<file path="src/rtl/piso_pkg.sv">
// piso_pkg: shared state type and counter sizing for the piso transmitter
package piso_pkg;
    typedef enum logic {IDLE, SHIFT} piso_state_t;
    function automatic int cnt_w(input int n);
        return $clog2(n);
    endfunction
endpackage

</file>
<file path="src/rtl/piso_shreg.sv">
// piso_shreg: loadable zero-fill shift register with a direction-selected serial tap
module piso_shreg #(
    parameter int N         = 32,
    parameter bit LSB_FIRST = 1
) (
    input  logic         clk,
    input  logic         rst,
    input  logic         load,
    input  logic         shift,
    input  logic [N-1:0] d,
    output logic         sout
);
    logic [N-1:0] q;
    always_ff @(posedge clk or negedge rst)
        if (!rst) q <= '0;
        else if (load) q <= d;
        else if (shift) q <= LSB_FIRST ? {1'b0, q[N-1:1]} : {q[N-2:0], 1'b0};
    assign sout = LSB_FIRST ? q[0] : q[N-1];
endmodule

</file>
<file path="src/rtl/piso_tx.sv">
// piso_tx: parallel-in/serial-out transmitter with valid/ready intake and back-to-back reload
module piso_tx
    import piso_pkg::*;
#(
    parameter int N         = 32,
    parameter bit LSB_FIRST = 1
) (
    input  logic         clk,
    input  logic         rst,
    input  logic         en,
    input  logic [N-1:0] d,
    input  logic         d_valid,
    output logic         d_ready,
    output logic         sout,
    output logic         sout_valid,
    output logic         busy,
    output logic         done
);
    localparam int CW = cnt_w(N);
    piso_state_t   state, state_d;
    logic [CW-1:0] cnt;
    logic          last, accept, tap;
    assign last    = state == SHIFT && cnt == '0;
    assign d_ready = rst && (state == IDLE || last);
    assign accept  = en && d_valid && d_ready;
    always_comb begin
        state_d = state;
        if (en)
            state_d = state == IDLE ? (d_valid ? SHIFT : IDLE) : (last && !d_valid ? IDLE : SHIFT);
    end
    always_ff @(posedge clk or negedge rst)
        if (!rst) begin
            state <= IDLE;
            cnt   <= '0;
        end else begin
            state <= state_d;
            if (accept) cnt <= CW'(N - 1);
            else if (en && state == SHIFT && !last) cnt <= cnt - 1'b1;
        end
    // a reload on the final bit replaces the shift so the new word starts intact
    piso_shreg #(.N(N), .LSB_FIRST(LSB_FIRST)) u_shreg (
        .clk  (clk),
        .rst  (rst),
        .load (accept),
        .shift(en && state == SHIFT && !accept),
        .d    (d),
        .sout (tap)
    );
    assign busy       = state == SHIFT;
    assign sout_valid = busy;
    assign sout       = busy && tap;
    assign done       = last;
endmodule
</file>
<file path="config.mk">
export PLATFORM = sky130hd
export DESIGN_NAME = piso_tx
export DESIGN_NICKNAME = d
export VERILOG_FILES = /design/src/rtl/piso_pkg.sv /design/src/rtl/piso_shreg.sv /design/src/rtl/piso_tx.sv
export SDC_FILE = /design/constraint.sdc
export NUM_CORES = 1
export LEC_CHECK = 0
export ABC_AREA = 1
export BUFFER_PORTS_ARGS = -buffer_cell sky130_fd_sc_hd__buf_2
export CORE_MARGIN = 3
export CORE_UTILIZATION = 33
export CTS_CLUSTER_DIAMETER = 50
export DETAILED_ROUTE_END_ITERATION = 8
export SETUP_SLACK_MARGIN = 0.02
export SLEW_MARGIN = 25
export SYNTH_ARGS = -nofsm -noshare
export SYNTH_HDL_FRONTEND = slang
export SYNTH_SLANG_ARGS = --single-unit
</file>
<file path="constraint.sdc">
create_clock -name clk -period 1.8 [get_ports clk]
set_clock_uncertainty 0.1 [all_clocks]
set_input_delay 0.27 -clock clk [delete_from_list [all_inputs] [get_ports clk]]
set_output_delay 0.27 -clock clk [all_outputs]
set_load 0.02 [all_outputs]
</file>
[After elaboration in Yosys (flattened, before gate mapping)]
Index checks and enable logic that the tools add are counted.
Operators by class
  add/subtract/negate cells: 1
  muxes and demuxes: 7
  bitwise gates (word level): 1
  reduce and logical (&&, ||, !) cells: 16
Operators by type and width (number)
  $mux 32: 2
  $mux 5: 2
  $logic_and 1x1->1: 9
  $logic_not 5->1: 1
  $sub 5x1->5 const B: 1
  $reduce_bool 2->1: 2
  $logic_not 1->1: 3
  $mux 1: 3
  $logic_or 1x1->1: 1
  $not 1->1: 1
Word-level totals
  bits in registers: 38
  output and inout bits: 5

[Depth between registers and ports, before layout]
  depth after elaboration: 9
  mapped depth: 11
  gate-level depth less buffers: 10

[By module]
Synthesis repeated with hierarchy kept, for this count alone.
Second synthesis, totals
  cell total of the unflattened synthesis: 228
  area total of the unflattened synthesis: 1889.3 µm²
Modules (own cells, without submodules)
  piso_shreg: times used 1, cells an instance 174, area an instance 1481.4 µm²
  piso_tx: times used 1, cells an instance 54, area an instance 407.9 µm²

[Worst setup path after synthesis]
OpenSTA, ideal clock, no wires.
  path type: register -> register
  start: reg cnt[0]
  end: reg u_shreg.q[0]
  arrival: 1.388 ns
  data required time: 1.575 ns
  path slack: 0.187 ns
  stages on the path, launching flop included: 12
  cell sequence: dfrtp_1 > inv_1 > ha_1 > inv_2 > nor2_4 > nand2_4 > nand2_2 > nand3_2 > buf_6 > buf_6 > nand3_1 > nand3_1
Between the ends
  word-level cells in the longest chain between the ends: 8
Ends and longest elaborated chain
  start, declared: line piso_tx.sv:21  | logic [CW-1:0] cnt;
  start signal, assigned: line piso_tx.sv:37  | if (accept) cnt <= CW'(N - 1);
  start signal, assigned: line piso_tx.sv:38  | else if (en && state == SHIFT && !last) cnt <= cnt - 1'b1;
  $logic_not 5->1 (*): line piso_tx.sv:23  | assign last = state == SHIFT && cnt == '0;
  $logic_and 1x1->1 (*): line piso_tx.sv:23
  $logic_or 1x1->1 (*): line piso_tx.sv:24  | assign d_ready = rst && (state == IDLE || last);
  $logic_and 1x1->1 (*): line piso_tx.sv:24
  $logic_and 1x1->1 (*): line piso_tx.sv:25  | assign accept = en && d_valid && d_ready;
  $logic_not 1->1: line piso_tx.sv:45  | .shift(en && state == SHIFT && !accept),
  $logic_and 1x1->1: line piso_tx.sv:45
  $reduce_bool 2->1 (no source line)
  end signal, assigned: line piso_shreg.sv:17  | else if (shift) q <= LSB_FIRST ? {1'b0, q[N-1:1]} : {q[N-2:0], 1'b0};
  end, declared: line piso_shreg.sv:13  | logic [N-1:0] q;
Mark *: on every way between the ends. The rest lies on a longest branch, timed or not.
A chain may end at the register's enable or synchronous reset.

[Worst setup path in the final report]
  start: reg cnt[0]
  end: out d_ready
Between the ends
  word-level cells in the longest chain between the ends: 4
Ends and longest elaborated chain
  $logic_not 5->1: line piso_tx.sv:23
  $logic_and 1x1->1: line piso_tx.sv:23
  $logic_or 1x1->1: line piso_tx.sv:24
  $logic_and 1x1->1: line piso_tx.sv:24
  end, declared: line piso_tx.sv:13  | output logic d_ready,
Every way passes these cells.

==> metrics.txt <==
# TYPE chip_impl_metric gauge
chip_impl_info{name="outcome",value="finished, violations left"} 1
chip_impl_metric{name="timing.critical_path.arrival",unit="ns"} 1.51
chip_impl_metric{name="top_level_ports",unit=""} 41
chip_impl_metric{name="path_clk_slew",unit="ns"} 0.08
chip_impl_info{name="crit_path_start_kind",value="flop"} 1
chip_impl_metric{name="timing_worst_slew_pin_value",unit="ns"} 0.384
chip_impl_metric{name="synthesized_area_per_cell",unit="um^2"} 6.92
chip_impl_metric{name="grt_first_pass_wirelength",unit="um"} 8650
chip_impl_metric{name="multi_input_area",unit="um^2"} 890
chip_impl_info{name="violations",value="negative setup slack"} 1
chip_impl_metric{name="route.antenna.remaining_nets",unit=""} 0
chip_impl_metric{name="mappedNetlistArea",unit="um^2"} 2170
chip_impl_metric{name="synth.yosys.seq_area_share",unit="%"} 43.8
chip_impl_metric{name="cp_data_required_time",unit="ns"} 1.43
chip_impl_metric{name="maxcap_viol_count",unit=""} 0
chip_impl_metric{name="final-seq-area",unit="um^2"} 951
chip_impl_metric{name="holdWs",unit="ns"} 0.0291
chip_impl_metric{name="grt_antenna_before_repair",unit=""} 0
chip_impl_metric{name="setup_ws",unit="ns"} -0.0800
chip_impl_metric{name="synth_nets",unit=""} 351
chip_impl_metric{name="final_net_count",unit=""} 397
chip_impl_metric{name="die-width",unit="um"} 87.1
chip_impl_metric{name="grt_max_degree",unit=""} 35
chip_impl_metric{name="post-route-drc-count",unit=""} 0
chip_impl_metric{name="core_util_final",unit="%"} 43.4
chip_impl_metric{name="critical_path_peak_fanout",unit=""} 6
chip_impl_metric{name="ir_drop",unit="uV"} 496
chip_impl_metric{name="clkSinkCount",unit=""} 38
chip_impl_metric{name="setup-violations-final",unit=""} 2
chip_impl_metric{name="slew_headroom",unit="%"} 74.4
chip_impl_metric{name="synth_top_area_share",unit="%"} 43.8
chip_impl_metric{name="synthDistinctLibCells",unit=""} 20
chip_impl_metric{name="num-fill-cells",unit=""} 637
chip_impl_info{name="synth_top_flop_cell",value="sky130_fd_sc_hd__dfrtp_1"} 1
chip_impl_metric{name="dr.pass1.iters",unit=""} 4
chip_impl_metric{name="ys_seq_elements",unit=""} 38
chip_impl_metric{name="drt-wirelength-per-cell",unit="um"} 11.2
chip_impl_info{name="timing.setup.critical_path_class",value="reg2out"} 1
chip_impl_metric{name="grt_overflow",unit=""} 0
chip_impl_metric{name="portion_of_the_clock_cycle_consumed_by_the_worst_path_in_the_final_layout",unit="%"} 104
chip_impl_metric{name="totalPowerFinal",unit="mW"} 3.31
chip_impl_metric{name="initial_core_util",unit="%"} 35.4
chip_impl_info{name="yosys.area.top_type",value="sky130_fd_sc_hd__dfrtp_1"} 1
chip_impl_info{name="clock_tree.root_cell",value="sky130_fd_sc_hd__clkbuf_8"} 1
chip_impl_metric{name="flow.area_growth_from_synthesis",unit="%"} 22.6
chip_impl_metric{name="slew_violations",unit=""} 0
chip_impl_info{name="cts_tree",value="built"} 1
chip_impl_metric{name="hpwl",unit="um"} 3330
chip_impl_metric{name="layout_min_cycle_time",unit="ns"} 1.88
chip_impl_metric{name="cts.path.max_buffers",unit=""} 2
chip_impl_metric{name="synth_edf_count",unit=""} 0
chip_impl_metric{name="first_global_vias",unit=""} 1958
chip_impl_metric{name="die_outline_area",unit="um^2"} 7590
chip_impl_metric{name="finalWirelength",unit="um"} 4880
chip_impl_metric{name="maxClockFrequency",unit="MHz"} 532
chip_impl_metric{name="cellLeakagePower",unit="nW"} 1.65
chip_impl_metric{name="h_tree_levels",unit=""} 2
chip_impl_metric{name="port_buffers",unit=""} 40
chip_impl_metric{name="power_density",unit="nW/um^2"} 1240
chip_impl_metric{name="netlist_instances",unit=""} 314
chip_impl_metric{name="antenna_cells_inserted",unit=""} 0
chip_impl_metric{name="core_region_area",unit="um^2"} 6130
chip_impl_info{name="ys_top_cells_by_count",value="sky130_fd_sc_hd__nand2_1, sky130_fd_sc_hd__nand3_1, sky130_fd_sc_hd__inv_1, sky130_fd_sc_hd__dfrtp_1, sky130_fd_sc_hd__clkbuf_1"} 1
chip_impl_info{name="hold_path_class",value="in2async"} 1
chip_impl_metric{name="track_usage",unit="%"} 14.4
chip_impl_info{name="grt_setup_unrepaired",value="true"} 1
chip_impl_metric{name="placement_rows",unit=""} 28
chip_impl_metric{name="detailroute.via_count",unit=""} 1976
chip_impl_metric{name="later_pin_clock_latency_in_the_skew_report",unit="ns"} 0.29
chip_impl_metric{name="overall_die_height",unit="um"} 87.1
chip_impl_metric{name="numCtsBuffers",unit=""} 5
chip_impl_metric{name="postSynth.asyncResetShare",unit="%"} 100
chip_impl_metric{name="layout-drive-gt1-share",unit="%"} 20.6
chip_impl_metric{name="drtIter0Drc",unit=""} 128
chip_impl_info{name="yosys-top-cells-area",value="sky130_fd_sc_hd__dfrtp_1, sky130_fd_sc_hd__nand2_1, sky130_fd_sc_hd__nand3_1"} 1
chip_impl_metric{name="drt-vias-per-instance",unit=""} 4.55
chip_impl_metric{name="routabilityCongestion",unit=""} 0.776
chip_impl_metric{name="yosysWarnings",unit=""} 0
chip_impl_metric{name="hold_viol_final",unit=""} 0
chip_impl_info{name="endpoint_kind",value="output pin"} 1
chip_impl_info{name="yosys.cell_count.top_type",value="sky130_fd_sc_hd__nand2_1"} 1
==> flip-flops by register name, indices dropped and copies added, names as in the netlist <==
| signal | cells |
|---|---|
| busy | 1 |
| u_shreg.q | 32 |
| cnt | 5 |
==> metal layers <==
metal | track usage (%) | up-vias | wire, um
li1 | - | 1036 | -
met1 | 17.6 | 907 | 2260
met2 | 24.8 | 28 | 2410
met3 | 3.60 | 5 | 158
met4 | 4.88 | 0 | 55
met5 | 0 | - | 0
==> timing repair <==
| item | CTS | global route |
|---|---|---|
| setup endpoints to repair | 18 | 34 |
| pin swaps | 1 | 2 |
| buffers inserted | 3 | 1 |
| hold buffers | 1 | 0 |
| cloned | 0 | 0 |
| gates resized for setup | 6 | 8 |
| endpoints found under the hold margin | 9 | 0 |
==> worst max-delay path, cell delays in order (launching register included) <==
cell and delay (ns):
sky130_fd_sc_hd__dfrtp_1 0.39, sky130_fd_sc_hd__inv_2 0.08, sky130_fd_sc_hd__ha_4 0.13, sky130_fd_sc_hd__inv_2 0.04, sky130_fd_sc_hd__nor2_4 0.09, sky130_fd_sc_hd__nand2_4 0.08, sky130_fd_sc_hd__a21boi_4 0.19, sky130_fd_sc_hd__buf_12 0.13
sky130_fd_sc_hd__buf_8 0.10
==> stage by stage <==
| stage | setup TNS [ns] | cells | worst slack [ns] | cell area [um^2] |
|---|---|---|---|---|
| 2_1_floorplan | 0 | 314 | 0.187 | 2170 |
| 3_3_place_gp | 0 | 423 | 0.0441 | 2490 |
| 3_5_place_dp | 0 | 423 | 0.0100 | 2490 |
| 4_1_cts | -0.181 | 433 | -0.155 | 2620 |
| 5_1_grt | -0.427 | 434 | -0.164 | 2660 |
| 6_report | -0.102 | 434 | -0.0800 | 2660 |
==> kinds of logic (layout without fill, tap and decap cells) <==
logic type                 count (synthesis)  after routing  share of synthesized area [%]
AOI/OAI and AO/OA                          5              5                           1.73
buffers and inverters                     88            133                           16.9
adders and majority gates                  1              1                          0.576
DFF                                       38             38                           43.8
and+or+nand+nor                          182            182                           37.0
==> area by class of cell <==
cell class | count | area share [%]
Tap cell | 75 | 3.52
Timing Repair Buffer | 56 | 14.3
Sequential cell | 38 | 35.7
Inverter | 71 | 10.0
Multi-Input combinational cell | 188 | 33.4
Clock buffer | 6 | 3.10
==> report_power, final <==
group | switching, mW | leakage [nW] | internal [mW]
registers | 0.208 | 0.497 | 1.22
logic | 0.742 | 1.11 | 0.560
clock network | 0.290 | 0.0431 | 0.296
total | 1.24 | 1.65 | 2.07
==> path summary, 6_finish.rpt <==
check                                    from            end  slack, ns  cells after the start
worst max-delay path                   cnt[0]        d_ready      -0.08                      8
max in group asynchronous                 rst   u_shreg.q[0]       0.94                      3
worst max register to register         cnt[0]   u_shreg.q[1]       0.09                     11
worst min-delay path                      rst         cnt[4]       0.03                      2
min in group clk                           en           busy       0.13                      2
worst min register to register  u_shreg.q[31]  u_shreg.q[31]       0.41                      2
==> cells in the final DEF (no fill, tap or decap), types with 2 or more instances in the layout <==
master / instances
sky130_fd_sc_hd__clkbuf_8: 6
sky130_fd_sc_hd__buf_2: 38
sky130_fd_sc_hd__dfrtp_1: 38
sky130_fd_sc_hd__buf_4: 11
sky130_fd_sc_hd__nand2_2: 2
sky130_fd_sc_hd__nand4_1: 3
sky130_fd_sc_hd__inv_1: 66
sky130_fd_sc_hd__nor2_1: 4
sky130_fd_sc_hd__inv_2: 5
sky130_fd_sc_hd__buf_6: 2
sky130_fd_sc_hd__o21ai_0: 2
sky130_fd_sc_hd__nor2_4: 2
sky130_fd_sc_hd__nand3_1: 70
sky130_fd_sc_hd__nand2_1: 99
sky130_fd_sc_hd__buf_12: 3
(Power assumes the default switching activity.)
